## config.mk

```make
export PLATFORM = sky130hd
export DESIGN_NAME = trigger_in_cond
export DESIGN_NICKNAME = d
export VERILOG_FILES = /design/src/rtl/trig_pkg.sv /design/src/rtl/trig_glitch_filter.sv /design/src/rtl/trigger_in_cond.sv
export SDC_FILE = /design/constraint.sdc
export NUM_CORES = 1
export LEC_CHECK = 0
export CORE_ASPECT_RATIO = 1.4
export CORE_MARGIN = 2
export CORE_UTILIZATION = 38
export DETAILED_ROUTE_END_ITERATION = 10
export HOLD_SLACK_MARGIN = 0.03
export PLACE_DENSITY_LB_ADDON = 0.1
export SETUP_SLACK_MARGIN = 0.1
export SKIP_LAST_GASP = 1
export SYNTH_ARGS = -nofsm -noshare
export SYNTH_HDL_FRONTEND = slang
export SYNTH_SLANG_ARGS = --single-unit
```

## constraint.sdc

```tcl
create_clock -name clk -period 7.3 [get_ports clk]
set_clock_uncertainty 0.1 [all_clocks]
set_input_delay 2.19 -clock clk [delete_from_list [all_inputs] [get_ports clk]]
set_output_delay 2.19 -clock clk [all_outputs]
set_load 0.01 [all_outputs]
```

## src/rtl/trig_pkg.sv

```systemverilog
// Trigger front end shared definitions.
// Source encodings, FSM states, holdoff helper.
package trig_pkg;

  localparam logic [1:0] SRC_EXT  = 2'd0;
  localparam logic [1:0] SRC_SOFT = 2'd1;
  localparam logic [1:0] SRC_TMR  = 2'd2;
  localparam logic [1:0] SRC_OFF  = 2'd3;

  typedef enum logic [1:0] {
    IDLE    = 2'd0,
    PULSE   = 2'd1,
    HOLDOFF = 2'd2
  } trig_state_e;

  // Holdoff never shorter than two pulse widths,
  // so the output always stays low >= PULSE_W.
  function automatic logic [31:0] eff_holdoff(
    input logic [31:0] h,
    input logic [31:0] min_len
  );
    return (h > min_len) ? h : min_len;
  endfunction

endpackage

```

## src/rtl/trig_glitch_filter.sv

```systemverilog
// External trigger conditioning:
// synchroniser, stability filter, edge select.
module trig_glitch_filter
  import trig_pkg::*;
#(
  parameter int SYNC_STAGES = 2
) (
  input  logic        clk,
  input  logic        rst,
  input  logic        ext_trig_in,
  input  logic        reg_trig_edge,
  input  logic [15:0] reg_filter_len,
  output logic        ext_evt
);

  logic [SYNC_STAGES-1:0] sync;
  logic                   sync_lvl;
  logic                   flt_lvl;
  logic                   flt_d;
  logic [15:0]            flt_cnt;

  assign sync_lvl = sync[SYNC_STAGES-1];

  // Bring the asynchronous line into the clk domain.
  always_ff @(posedge clk) begin
    if (rst) begin
      sync <= '0;
    end else begin
      sync <= {sync[SYNC_STAGES-2:0], ext_trig_in};
    end
  end

  // Accept a level change only after it has been
  // stable for reg_filter_len + 1 samples.
  always_ff @(posedge clk) begin
    if (rst) begin
      flt_lvl <= 1'b0;
      flt_cnt <= '0;
    end else if (sync_lvl == flt_lvl) begin
      flt_cnt <= '0;
    end else if (flt_cnt == reg_filter_len) begin
      flt_lvl <= sync_lvl;
      flt_cnt <= '0;
    end else begin
      flt_cnt <= flt_cnt + 16'd1;
    end
  end

  // Previous filtered level for edge detection.
  always_ff @(posedge clk) begin
    if (rst) begin
      flt_d <= 1'b0;
    end else begin
      flt_d <= flt_lvl;
    end
  end

  assign ext_evt = reg_trig_edge ? (flt_d & ~flt_lvl)
                                 : (flt_lvl & ~flt_d);

endmodule

```

## src/rtl/trigger_in_cond.sv

```systemverilog
// Trigger front end: source select, holdoff FSM,
// fixed-width output pulse and status counters.
module trigger_in_cond
  import trig_pkg::*;
#(
  parameter int SYNC_STAGES = 2,
  parameter int PULSE_W     = 4,
  parameter int CNT_W       = 32
) (
  input  logic             clk,
  input  logic             rst,
  input  logic             ext_trig_in,
  input  logic             soft_trig,
  input  logic             reg_trig_en,
  input  logic [1:0]       reg_trig_src,
  input  logic             reg_trig_edge,
  input  logic [15:0]      reg_filter_len,
  input  logic [31:0]      reg_holdoff,
  input  logic [31:0]      reg_int_period,
  input  logic             cnt_clr,
  output logic             trigger_out,
  output logic             holdoff_active,
  output logic [CNT_W-1:0] trig_accept_cnt,
  output logic [CNT_W-1:0] trig_drop_cnt
);

  localparam int PW_W = $clog2(PULSE_W + 1);
  localparam logic [PW_W-1:0] PW_LAST = PW_W'(PULSE_W - 1);
  localparam logic [31:0] MIN_HOLD = 32'(2 * PULSE_W);

  logic             ext_evt;
  logic             int_evt;
  logic             tmr_run;
  logic [31:0]      tmr;
  logic             evt;
  logic             evt_en;
  logic [31:0]      hold_len;
  trig_state_e      state, state_nxt;
  logic [31:0]      hold_cnt, hold_nxt;
  logic [PW_W-1:0]  pw_cnt, pw_nxt;
  logic             trig_nxt;
  logic             accept;
  logic             drop;

  trig_glitch_filter #(
    .SYNC_STAGES (SYNC_STAGES)
  ) u_flt (
    .clk            (clk),
    .rst            (rst),
    .ext_trig_in    (ext_trig_in),
    .reg_trig_edge  (reg_trig_edge),
    .reg_filter_len (reg_filter_len),
    .ext_evt        (ext_evt)
  );

  assign tmr_run = reg_trig_en
                 & (reg_trig_src == SRC_TMR)
                 & (reg_int_period != 32'd0);
  assign int_evt = tmr_run
                 & (tmr == reg_int_period - 32'd1);

  // Free-running period counter, parked at 0 when unused.
  always_ff @(posedge clk) begin
    if (rst || !tmr_run) begin
      tmr <= '0;
    end else if (int_evt) begin
      tmr <= '0;
    end else begin
      tmr <= tmr + 32'd1;
    end
  end

  // Pick the active trigger source.
  always_comb begin
    evt = 1'b0;
    case (reg_trig_src)
      SRC_EXT:  evt = ext_evt;
      SRC_SOFT: evt = soft_trig;
      SRC_TMR:  evt = int_evt;
      SRC_OFF:  evt = 1'b0;
      default:  evt = 1'b0;
    endcase
  end

  assign evt_en   = evt & reg_trig_en;
  assign hold_len = eff_holdoff(reg_holdoff, MIN_HOLD);

  // Next-state logic for pulse generation and holdoff.
  always_comb begin
    state_nxt = state;
    hold_nxt  = hold_cnt;
    pw_nxt    = pw_cnt;
    trig_nxt  = trigger_out;
    accept    = 1'b0;
    drop      = 1'b0;
    unique case (state)
      IDLE: begin
        if (evt_en) begin
          state_nxt = PULSE;
          trig_nxt  = 1'b1;
          hold_nxt  = hold_len - 32'd1;
          pw_nxt    = '0;
          accept    = 1'b1;
        end
      end
      PULSE: begin
        drop     = evt_en;
        hold_nxt = (hold_cnt == 32'd0) ? 32'd0
                                       : hold_cnt - 32'd1;
        pw_nxt   = pw_cnt + 1'b1;
        if (pw_cnt == PW_LAST) begin
          trig_nxt  = 1'b0;
          state_nxt = (hold_cnt <= 32'd1) ? IDLE : HOLDOFF;
        end
      end
      HOLDOFF: begin
        drop     = evt_en;
        hold_nxt = (hold_cnt == 32'd0) ? 32'd0
                                       : hold_cnt - 32'd1;
        if (hold_cnt <= 32'd1) begin
          state_nxt = IDLE;
        end
      end
      default: begin
        state_nxt = IDLE;
        trig_nxt  = 1'b0;
      end
    endcase
  end

  // FSM and output registers.
  always_ff @(posedge clk) begin
    if (rst) begin
      state          <= IDLE;
      hold_cnt       <= '0;
      pw_cnt         <= '0;
      trigger_out    <= 1'b0;
      holdoff_active <= 1'b0;
    end else begin
      state          <= state_nxt;
      hold_cnt       <= hold_nxt;
      pw_cnt         <= pw_nxt;
      trigger_out    <= trig_nxt;
      holdoff_active <= (state_nxt != IDLE);
    end
  end

  // Saturating accept counter; clear wins but keeps a coincident hit.
  always_ff @(posedge clk) begin
    if (rst) begin
      trig_accept_cnt <= '0;
    end else if (cnt_clr) begin
      trig_accept_cnt <= CNT_W'(accept);
    end else if (accept && (trig_accept_cnt != '1)) begin
      trig_accept_cnt <= trig_accept_cnt + 1'b1;
    end
  end

  // Saturating drop counter with the same clear rule.
  always_ff @(posedge clk) begin
    if (rst) begin
      trig_drop_cnt <= '0;
    end else if (cnt_clr) begin
      trig_drop_cnt <= CNT_W'(drop);
    end else if (drop && (trig_drop_cnt != '1)) begin
      trig_drop_cnt <= trig_drop_cnt + 1'b1;
    end
  end

endmodule
```

* Word level (Yosys, flattened, before mapping)
Cells that the tools add are included.
** Operators by class
- Bitwise logic cells :: 10
- $add $sub $neg :: 8
- $lt $le $gt $ge :: 2
- Reduce and logical (&&, ||, !) cells :: 21
- Multiplexer cells :: 23
- Equal/unequal tests :: 13
** Operators by type and width (count)
- $add 32x1->32 const B :: 3
- $mux 32 :: 3
- $sub 32x1->32 const B :: 3
- $ne 32x32->1 const B :: 2
- $pmux 32 s2 :: 1
- $eq 32x32->1 :: 1
- $gt 32x4->1 const B :: 1
- $le 32x1->1 const B :: 1
- $logic_not 32->1 :: 1
- $reduce_bool 32->1 :: 1
- $add 16x1->16 const B :: 1
- $eq 16x16->1 :: 1
- $mux 1 :: 10
- $reduce_bool 2->1 :: 5
- $mux 2 :: 4
- $and 1x1->1 :: 6
- $eq 2x2->1 const B :: 3
- $pmux 2 s3 :: 1
- $pmux 3 s2 :: 1
- $reduce_and 2->1 :: 3
- $reduce_or 2->1 :: 3
- $eq 2x1->1 const B :: 2
- $logic_not 2->1 :: 2
- $ne 2x2->1 const B :: 2
- other kinds (12) :: 16
** Word-level totals
- Logic and storage cells :: 91
- Input bits :: 89
- Register bits :: 155

* Depth between registers and ports, before layout
Gate-level depths: netlist of the first run.
- Depth in word-level cells :: 11
- Depth in mapped cells :: 16
- Depth with buffers taken out :: 14

* Cells and area by module
A second synthesis of the first run with hierarchy kept.
** Unflattened totals
- Cell total of the unflattened synthesis :: 1273
- Area total of the unflattened synthesis :: 9719.3 um^2
** Modules (own cells, without submodules)
- trigger_in_cond :: cells an instance 1160, area an instance 8665.8 um^2, instances 1, sequential area each 2702.6 um^2
- trig_glitch_filter :: cells an instance 113, area an instance 1053.5 um^2, instances 1, sequential area each 400.4 um^2

* Least setup slack after synthesis of the first run
No wires, ideal clock.
- Kind :: in2reg
- From :: in reg_holdoff[19]
- To :: reg hold_cnt[22]
- Data required time :: 7108 ps
- Data arrival time :: 5881 ps
- Slack :: 1227 ps
- Path buffers :: 2
- Stages on the path :: 15
- Cell sequence :: or4_1 or3_1 or4_1 clkbuf_1 or3_1 nand2_1 ha_1 nor3b_1 o31a_1 nor2b_1 clkbuf_1 nor2b_1 xnor2_1 o22a_1 o32ai_1
** Between the ends
- Cells in the longest elaborated chain, start to end :: 5
** Ends and longest elaborated chain
- from (decl) :: line trigger_in_cond.sv:18 : input logic [31:0] reg_holdoff,
- $gt 32x4->1 :: line trig_pkg.sv:22 : return (h > min_len) ? h : min_len;
- $mux 32 (*) :: line trig_pkg.sv:22
- $sub 32x1->32 (*) :: line trigger_in_cond.sv:101 : hold_nxt = hold_len - 32'd1;
- $mux 32 (*) :: line trigger_in_cond.sv:98 : if (evt_en) begin
- $pmux 32 s2 (*) :: line trigger_in_cond.sv:96 : unique case (state)
- to (signal assigned) :: line trigger_in_cond.sv:141 : hold_cnt <= hold_nxt;
- to (decl) :: line trigger_in_cond.sv:39 : logic [31:0] hold_cnt, hold_nxt;
Mark *: on every way between the ends. The rest lies on a longest branch, timed or not. The select of a mux whose other input is x is not followed.
A chain may end at the register's enable or synchronous reset.

* Worst setup path in the final report of the first run
- From :: in reg_int_period[10]
- To :: reg trig_accept_cnt[20]
** Between the ends
- Cells in the longest elaborated chain, start to end :: 8
- Elaborated cells on any way between the ends :: 10
** Ends and longest elaborated chain
- from (decl) :: line trigger_in_cond.sv:19 : input logic [31:0] reg_int_period,
- $sub 32x1->32 / $reduce_bool 32->1 (equally long branches) :: line trigger_in_cond.sv:60, trigger_in_cond.sv:58
- $eq 32x32->1 / $and 1x1->1 (equally long branches) :: line trigger_in_cond.sv:60, trigger_in_cond.sv:58
- $and 1x1->1 (*) :: line trigger_in_cond.sv:60 : & (tmr == reg_int_period - 32'd1);
- $pmux 1 s4 (*) :: line trigger_in_cond.sv:76 : case (reg_trig_src)
- $and 1x1->1 (*) :: line trigger_in_cond.sv:85 : assign evt_en = evt & reg_trig_en;
- $mux 1 (*) :: line trigger_in_cond.sv:98
- $mux 1 (*) :: line trigger_in_cond.sv:96
- $logic_and 1x1->1 (*) :: line trigger_in_cond.sv:154 : end else if (accept && (trig_accept_cnt != '1)) begin
- to (signal assigned) :: line trigger_in_cond.sv:153 : trig_accept_cnt <= CNT_W'(accept);
- to (signal assigned) :: line trigger_in_cond.sv:155 : trig_accept_cnt <= trig_accept_cnt + 1'b1;
- to (decl) :: line trigger_in_cond.sv:23 : output logic [CNT_W-1:0] trig_accept_cnt,
Mark *: on every way between the ends. The rest lies on a longest branch, timed or not.

==> flow_metrics.py, run 1 <==
metrics = {
    "status": {
        "outcome": "finished clean",
    },
    "synth": {
        "ys_ff_latch": 155,
        "synth_area_per_cell_um2": 7.68,
        "async_flop_share_pct": 0,
        "synth_area_um2": 9610,
        "synth_warnings": 0,
        "synth_cells": 1250,
        "synthFlopType": "dfxtp_1",
        "synth_edf_count": 0,
        "yosysUniqueCellTypes": 59,
        "synth_nets": 1353,
        "ys_seq_area_share_pct": 32.3,
    },
    "detailed_routing": {
        "post-route-drc-count": 0,
        "ant_nets": 0,
        "firstDrtPassIters": 5,
        "num_vias": 9512,
        "totalWireLength_um": 27100,
        "avgRoutedWirePerCell_um": 15.9,
        "viasPerCell": 5.59,
        "initialDrtViolationCount": 462,
    },
    "finish": {
        "drive_above_1_share_pct": 4.69,
        "final_cells": 1702,
        "final_area_um2": 12000,
        "area_delta_synth_final_pct": 25.0,
        "n_antenna_cell": 0,
        "nets": 1477,
    },
    "floorplan": {
        "floorplan.rows": 68,
        "die_area_um2": 26600,
        "core_um2": 24800,
        "start_util_pct": 38.8,
        "io_pins": 155,
        "die_x_um": 138,
        "die_y_um": 192,
    },
    "worst_setup_path": {
        "critPathMaxFanout": 20,
        "crit_cells": 11,
        "cpMaxStageDelayCell": "or4_1",
        "r2r_slack_ns": 3.44,
        "slowest_delay_ns": 0.67,
        "crit_top_cell": "or4_1",
        "critPathKind": "in -> reg",
        "start_kind": "primary input",
        "crit_buf_inv": 2,
        "required_ns": 7.57,
        "rr_worst_depth": 11,
        "crit_family": "simple AND/OR/NAND/NOR gates",
        "cp.arrival_ns": 6.66,
        "worstSetupEndpointType": "flip-flop",
        "crit_path_cell_trace": "clkdlybuf4s50_1 > or4_4 > or4_1 > or3_1 > xnor2_1 > or4_1 > o21ai_2 > buf_4 > nand2_1 > or4_1 > a21oi_1",
    },
    "job": {
        "drv_cap": 0,
    },
    "timing": {
        "holdWs_ns": 0.347,
        "max_freq_ghz": 0.156,
        "maxSlewHeadroom_pct": 36.8,
        "period_share_pct": 87.7,
        "tns_ns": 0,
        "rsz0062_at_grt": "no",
        "min_period_ns": 6.40,
        "hold_violations": 0,
        "slew_viol_final": 0,
        "worst_slew_pin_slew_ns": 0.944,
        "finalSetupViolCount": 0,
    },
    "placed_design": {
        "place_area_um2": 11400,
        "gp_congestion": 0.841,
        "io_buffers": 154,
        "dp_cells": 1670,
        "place_hpwl_um": 19800,
    },
    "clocking": {
        "cts-root-buf": "clkbuf_16",
        "cts.path.max_buffers": 2,
        "cts-resized-gates": 0,
        "cts_inserted_buffers": 17,
        "cts_setup_buffers": 0,
        "cts.clk_slew.worst_paths_ns": 0.06,
        "clock_latency_ns": 0.44,
        "cts_tree": "built",
        "holdBufCountCts": 0,
        "htreeDepth": 4,
        "cts_num_sinks": 155,
    },
    "global_route": {
        "grt_use_total_pct": 20.2,
        "grt_pass1_vias": 8983,
        "grt_max_degree": 55,
        "grt-ovfl-total": 0,
        "grt_first_pass_wirelength_um": 44500,
        "grt_antenna_before_repair": 0,
    },
    "pwr": {
        "ir_drop_mv": 0.164,
        "leakage_nw": 3.88,
        "power_density_nw_per_um2": 174,
    },
    "min_path": {
        "worstHoldPathCells": 1,
        "hold_class": "reg -> reg",
    },
}
## metrics by stage
step                power (mW)  setup slack (ns)  util (%)
floorplan                 1.06              1.23         -
global route              2.19             0.560      48.5
global placement          1.19             0.546      46.1
CTS                       2.12             0.905      48.5
finish                    2.09             0.902      48.5
detailed placement        1.19             0.452      46.1
## cells in the final DEF (no fill, tap or decap), types with 5 or more instances in the layout
cell | synthesis | final
xnor2_1 | 76 | 76
o21a_1 | 6 | 6
o21ai_0 | 34 | 33
nand4_1 | 34 | 34
a31oi_1 | 11 | 11
nor2_1 | 160 | 160
and2_1 | 14 | 14
nor4_1 | 22 | 22
and4_1 | 12 | 12
o211ai_1 | 24 | 24
or4_1 | 35 | 35
a21oi_1 | 73 | 73
mux2i_1 | 6 | 6
nor3_1 | 45 | 45
buf_4 | 1 | 16
o31ai_1 | 34 | 34
or3_1 | 38 | 38
xor2_1 | 66 | 66
o32ai_1 | 11 | 11
nand2_1 | 106 | 106
a211oi_1 | 10 | 10
nor2b_1 | 12 | 12
ha_1 | 14 | 14
clkdlybuf4s50_1 | 0 | 153
and3_1 | 25 | 25
nand3_1 | 55 | 55
o32a_1 | 5 | 5
dfxtp_1 | 155 | 155
or2_2 | 10 | 10
o22ai_1 | 7 | 7
inv_1 | 26 | 26
clkbuf_16 | 0 | 17
nand2b_1 | 13 | 13
## metal layers
| layer | track usage [%] | vias to the layer above | wire [um] |
|---|---|---|---|
| li1 | - | 4781 | - |
| met1 | 25.6 | 4467 | 12500 |
| met2 | 34.9 | 223 | 13100 |
| met3 | 3.42 | 41 | 1070 |
| met4 | 7.10 | 0 | 526 |
| met5 | 0 | - | 0 |
## path summary, 6_finish.rpt
| kind | end | from |
|---|---|---|
| worst max-delay path | trig_accept_cnt[20] | reg_int_period[10] |
| worst min-delay path | u_flt.sync[1] | u_flt.sync[0] |
| worst max register to register | trig_accept_cnt[20] | tmr[3] |
| worst min register to register | u_flt.sync[1] | u_flt.sync[0] |
## cell usage after synthesis (all sizes together) (6+ instances only)
library cell | number | area [um^2]
or3 | 38 | 238
a211oi | 10 | 75.1
inv | 26 | 97.6
nor2 | 160 | 601
nor2b | 12 | 75.1
nor4 | 23 | 150
xnor2 | 76 | 666
xor2 | 66 | 578
and2 | 14 | 87.6
nand2 | 106 | 398
o32ai | 11 | 96.3
clkbuf | 58 | 218
and3 | 25 | 156
a31oi | 11 | 68.8
or2 | 10 | 62.6
nand3 | 56 | 285
ha | 14 | 175
o31ai | 34 | 255
or4 | 36 | 274
nor3 | 45 | 225
dfxtp | 155 | 3100
o211ai | 24 | 180
o21ai | 36 | 184
and4 | 12 | 105
mux2i | 6 | 60.1
buf | 7 | 36.3
nand2b | 13 | 81.3
o22ai | 7 | 43.8
o21a | 6 | 45.0
a21oi | 73 | 365
nand4 | 34 | 213
## registers in the layout (all words and copies together), names as in the netlist
name	count
u_flt.sync	2
u_flt.flt_cnt	16
state	2
tmr	32
trig_drop_cnt	32
u_flt.flt_d	1
pw_cnt	3
holdoff_active	1
trigger_out	1
u_flt.flt_lvl	1
trig_accept_cnt	32
hold_cnt	32
## logic make-up after synthesis
kind of cell / synth area share [%]
mux: 0.625
simple gates: 31.8
compound gates: 16.8
fa+ha+maj: 1.82
buf+inv: 3.66
xor+xnor: 12.9
flops: 32.3
## where the power goes
group | switching (mW) | internal, mW | total, mW
Clock | 0.374 | 0.547 | 0.920
Combinational | 0.177 | 0.125 | 0.302
Sequential | 0.0108 | 0.858 | 0.868
Total | 0.561 | 1.53 | 2.09
## layout make-up
cell class / instances / area [um^2]
clock buffer: 21 / 450
clock inverter: 11 / 144
fill: 2478 / 12700
inverter: 26 / 97.6
multi-input combinational: 1004 / 6170
sequential: 155 / 3100
tap: 315 / 394
timing repair buffer: 170 / 1660
(Power assumes the default switching activity.)
==> run 2: changes to the inputs <==
--- a/config.mk
+++ b/config.mk
@@ -7,7 +7,7 @@
 export LEC_CHECK = 0
 export CORE_ASPECT_RATIO = 1.4
 export CORE_MARGIN = 2
-export CORE_UTILIZATION = 38
+export CORE_UTILIZATION = 55
 export DETAILED_ROUTE_END_ITERATION = 10
 export HOLD_SLACK_MARGIN = 0.03
 export PLACE_DENSITY_LB_ADDON = 0.1
==> run 2 against run 1 <==
  * Non-clock buffer count fell by 3
  * Clock power about the same
  * Setup slack worse by 0.069 ns
  * Maximum frequency down 1.1%
  * Die area fell by 30%
  * Final cell count down 4.8%
  * Sequential share of layout area grew 0.23 points
  * Clock-buffer cell count shrank 2
  * Largest power group unchanged
==> flow_metrics.py, run 2 (same netlist as run 1, synthesis figures left out) <==
metrics = {
    "timing": {
        "rsz0062_at_grt": "no",
        "maxSlewHeadroom_pct": 42.3,
        "holdWs_ns": 0.333,
        "finalWorstSetupSlack_ns": 0.832,
        "tns_ns": 0,
        "max_freq_ghz": 0.155,
        "period_share_pct": 88.6,
        "hold_violations": 0,
        "min_period_ns": 6.47,
        "finalSetupViolCount": 0,
        "slew_viol_final": 0,
        "worst_slew_pin_slew_ns": 0.864,
    },
    "finish": {
        "nets": 1474,
        "final_area_um2": 11900,
        "area_delta_synth_final_pct": 24.0,
        "final_util_pct": 69.0,
        "final_common_cell": "nor2_1",
        "final_cells": 1620,
        "n_antenna_cell": 0,
        "layout_common_cells": "160 x nor2_1, 155 x dfxtp_1, 153 x clkdlybuf4s50_1",
        "drive_above_1_share_pct": 4.70,
    },
    "worst_setup_path": {
        "critPathKind": "in -> reg",
        "cp.arrival_ns": 6.71,
        "crit_path_cell_trace": "clkdlybuf4s50_1 > or4_1 > or3_1 > or4_1 > or3_1 > nand2_1 > ha_1 > nor3b_1 > o31a_1 > nor2b_1 > nand2_1 > xor2_1 > o32a_1 > o32ai_1",
        "crit_family": "simple AND/OR/NAND/NOR gates",
        "cpMaxStageDelayCell": "or4_1",
        "worstSetupEndpointType": "flip-flop",
        "r2r_slack_ns": 3.42,
        "rr_startpoint": "tmr[3]",
        "required_ns": 7.54,
        "crit_buf_inv": 1,
        "critPathMaxFanout": 8,
        "slowest_delay_ns": 0.55,
        "rr_worst_depth": 11,
        "start_kind": "primary input",
        "r2r_end": "trig_accept_cnt[20]",
    },
    "clocking": {
        "cts_num_sinks": 155,
        "htreeDepth": 4,
        "cts_inserted_buffers": 17,
        "cts-resized-gates": 0,
        "cts.clk_slew.worst_paths_ns": 0.07,
        "cts-root-buf": "clkbuf_16",
        "holdBufCountCts": 0,
        "cts_tree": "built",
        "cts_setup_buffers": 0,
        "clock_latency_ns": 0.43,
        "cts.path.max_buffers": 2,
    },
    "global_route": {
        "grt_pass1_vias": 9110,
        "grt_use_total_pct": 27.9,
        "grt_max_degree": 55,
        "grt-ovfl-total": 0,
        "grt_antenna_before_repair": 0,
        "grt_first_pass_wirelength_um": 42800,
    },
    "status": {
        "outcome": "finished clean",
    },
    "floorplan": {
        "core_um2": 17300,
        "floorplan.rows": 57,
        "io_pins": 155,
        "die_y_um": 160,
        "die_x_um": 116,
        "die_area_um2": 18600,
        "start_util_pct": 55.7,
    },
    "pwr": {
        "power_density_nw_per_um2": 175,
        "ir_drop_mv": 0.151,
        "leakage_nw": 3.87,
        "total_power_mw": 2.09,
    },
    "detailed_routing": {
        "wl_met1_um": 10800,
        "top_layer_used": "met4",
        "avgRoutedWirePerCell_um": 15.8,
        "wl_met3_um": 1210,
        "num_vias": 9722,
        "initialDrtViolationCount": 759,
        "firstDrtPassIters": 4,
        "viasPerCell": 6.00,
        "ant_nets": 0,
        "met2_length_um": 13100,
        "totalWireLength_um": 25700,
        "post-route-drc-count": 0,
    },
    "placed_design": {
        "place_area_um2": 11300,
        "place_hpwl_um": 18300,
        "dpl_worst_slack_ns": 0.397,
        "io_buffers": 154,
        "dp_cells": 1588,
        "gp_congestion": 0.936,
    },
    "min_path": {
        "hold_class": "reg -> reg",
        "worstHoldPathCells": 1,
        "min_to": "u_flt.sync[1]",
        "min_from": "u_flt.sync[0]",
    },
    "job": {
        "drv_cap": 0,
    },
}
==> run 2: cell types whose count changed in the layout (fill, tap and decap cells not counted) <==
cell	change
clkbuf_8	+1
buf_4	-3
bufinv_16	-1
inv_6	+2
clkbuf_1	-3
clkinv_2	-4
clkinvlp_4	+1
inv_8	+2
clkinv_4	+2
==> run 2: area by class of cell <==
type | count | area, um^2
Clock inverter | 13 | 159
Fill cell | 1502 | 5350
Clock buffer | 19 | 453
Timing Repair Buffer | 167 | 1630
Multi-Input combinational cell | 1004 | 6170
Inverter | 26 | 97.6
Sequential cell | 155 | 3100
Tap cell | 236 | 295
==> run 2: report_power, final <==
part,switching [mW],internal (mW)
combinational,0.175,0.124
clock,0.388,0.532
sequential,0.0108,0.857
==> run 2: worst reg2reg max path: stages, from the launching register on <==
cell and delay, ns:
dfxtp_1 0.36, xnor2_1 0.29, o21ai_0 0.12, a2111o_1 0.42
nor4_1 0.23, nand4_1 0.12, or4_1 0.54, o21ai_2 0.15
buf_4 0.26, nand2_1 0.45, or4_1 0.62, a21oi_1 0.14
==> run 2: layer usage <==
layer  vias up  GRT usage, %
met3        53          4.42
met1      4584          34.4
li1       4795             -
met5         -             0
met2       290          49.3
met4         0          8.55
==> run 2: worst max-delay path by stage <==
stage / start / to / slack (ns) / depth (start not counted)
final: reg_holdoff[16] / hold_cnt[26] / 0.83 / 14
after global routing: reg_holdoff[6] / hold_cnt[30] / 0.57 / 15
after CTS: reg_holdoff[16] / hold_cnt[24] / 0.85 / 14
after detailed placement: reg_holdoff[16] / hold_cnt[24] / 0.40 / 14
after global placement: reg_holdoff[16] / hold_cnt[22] / 0.52 / 14
after floorplan: reg_holdoff[19] / hold_cnt[22] / 1.23 / 15
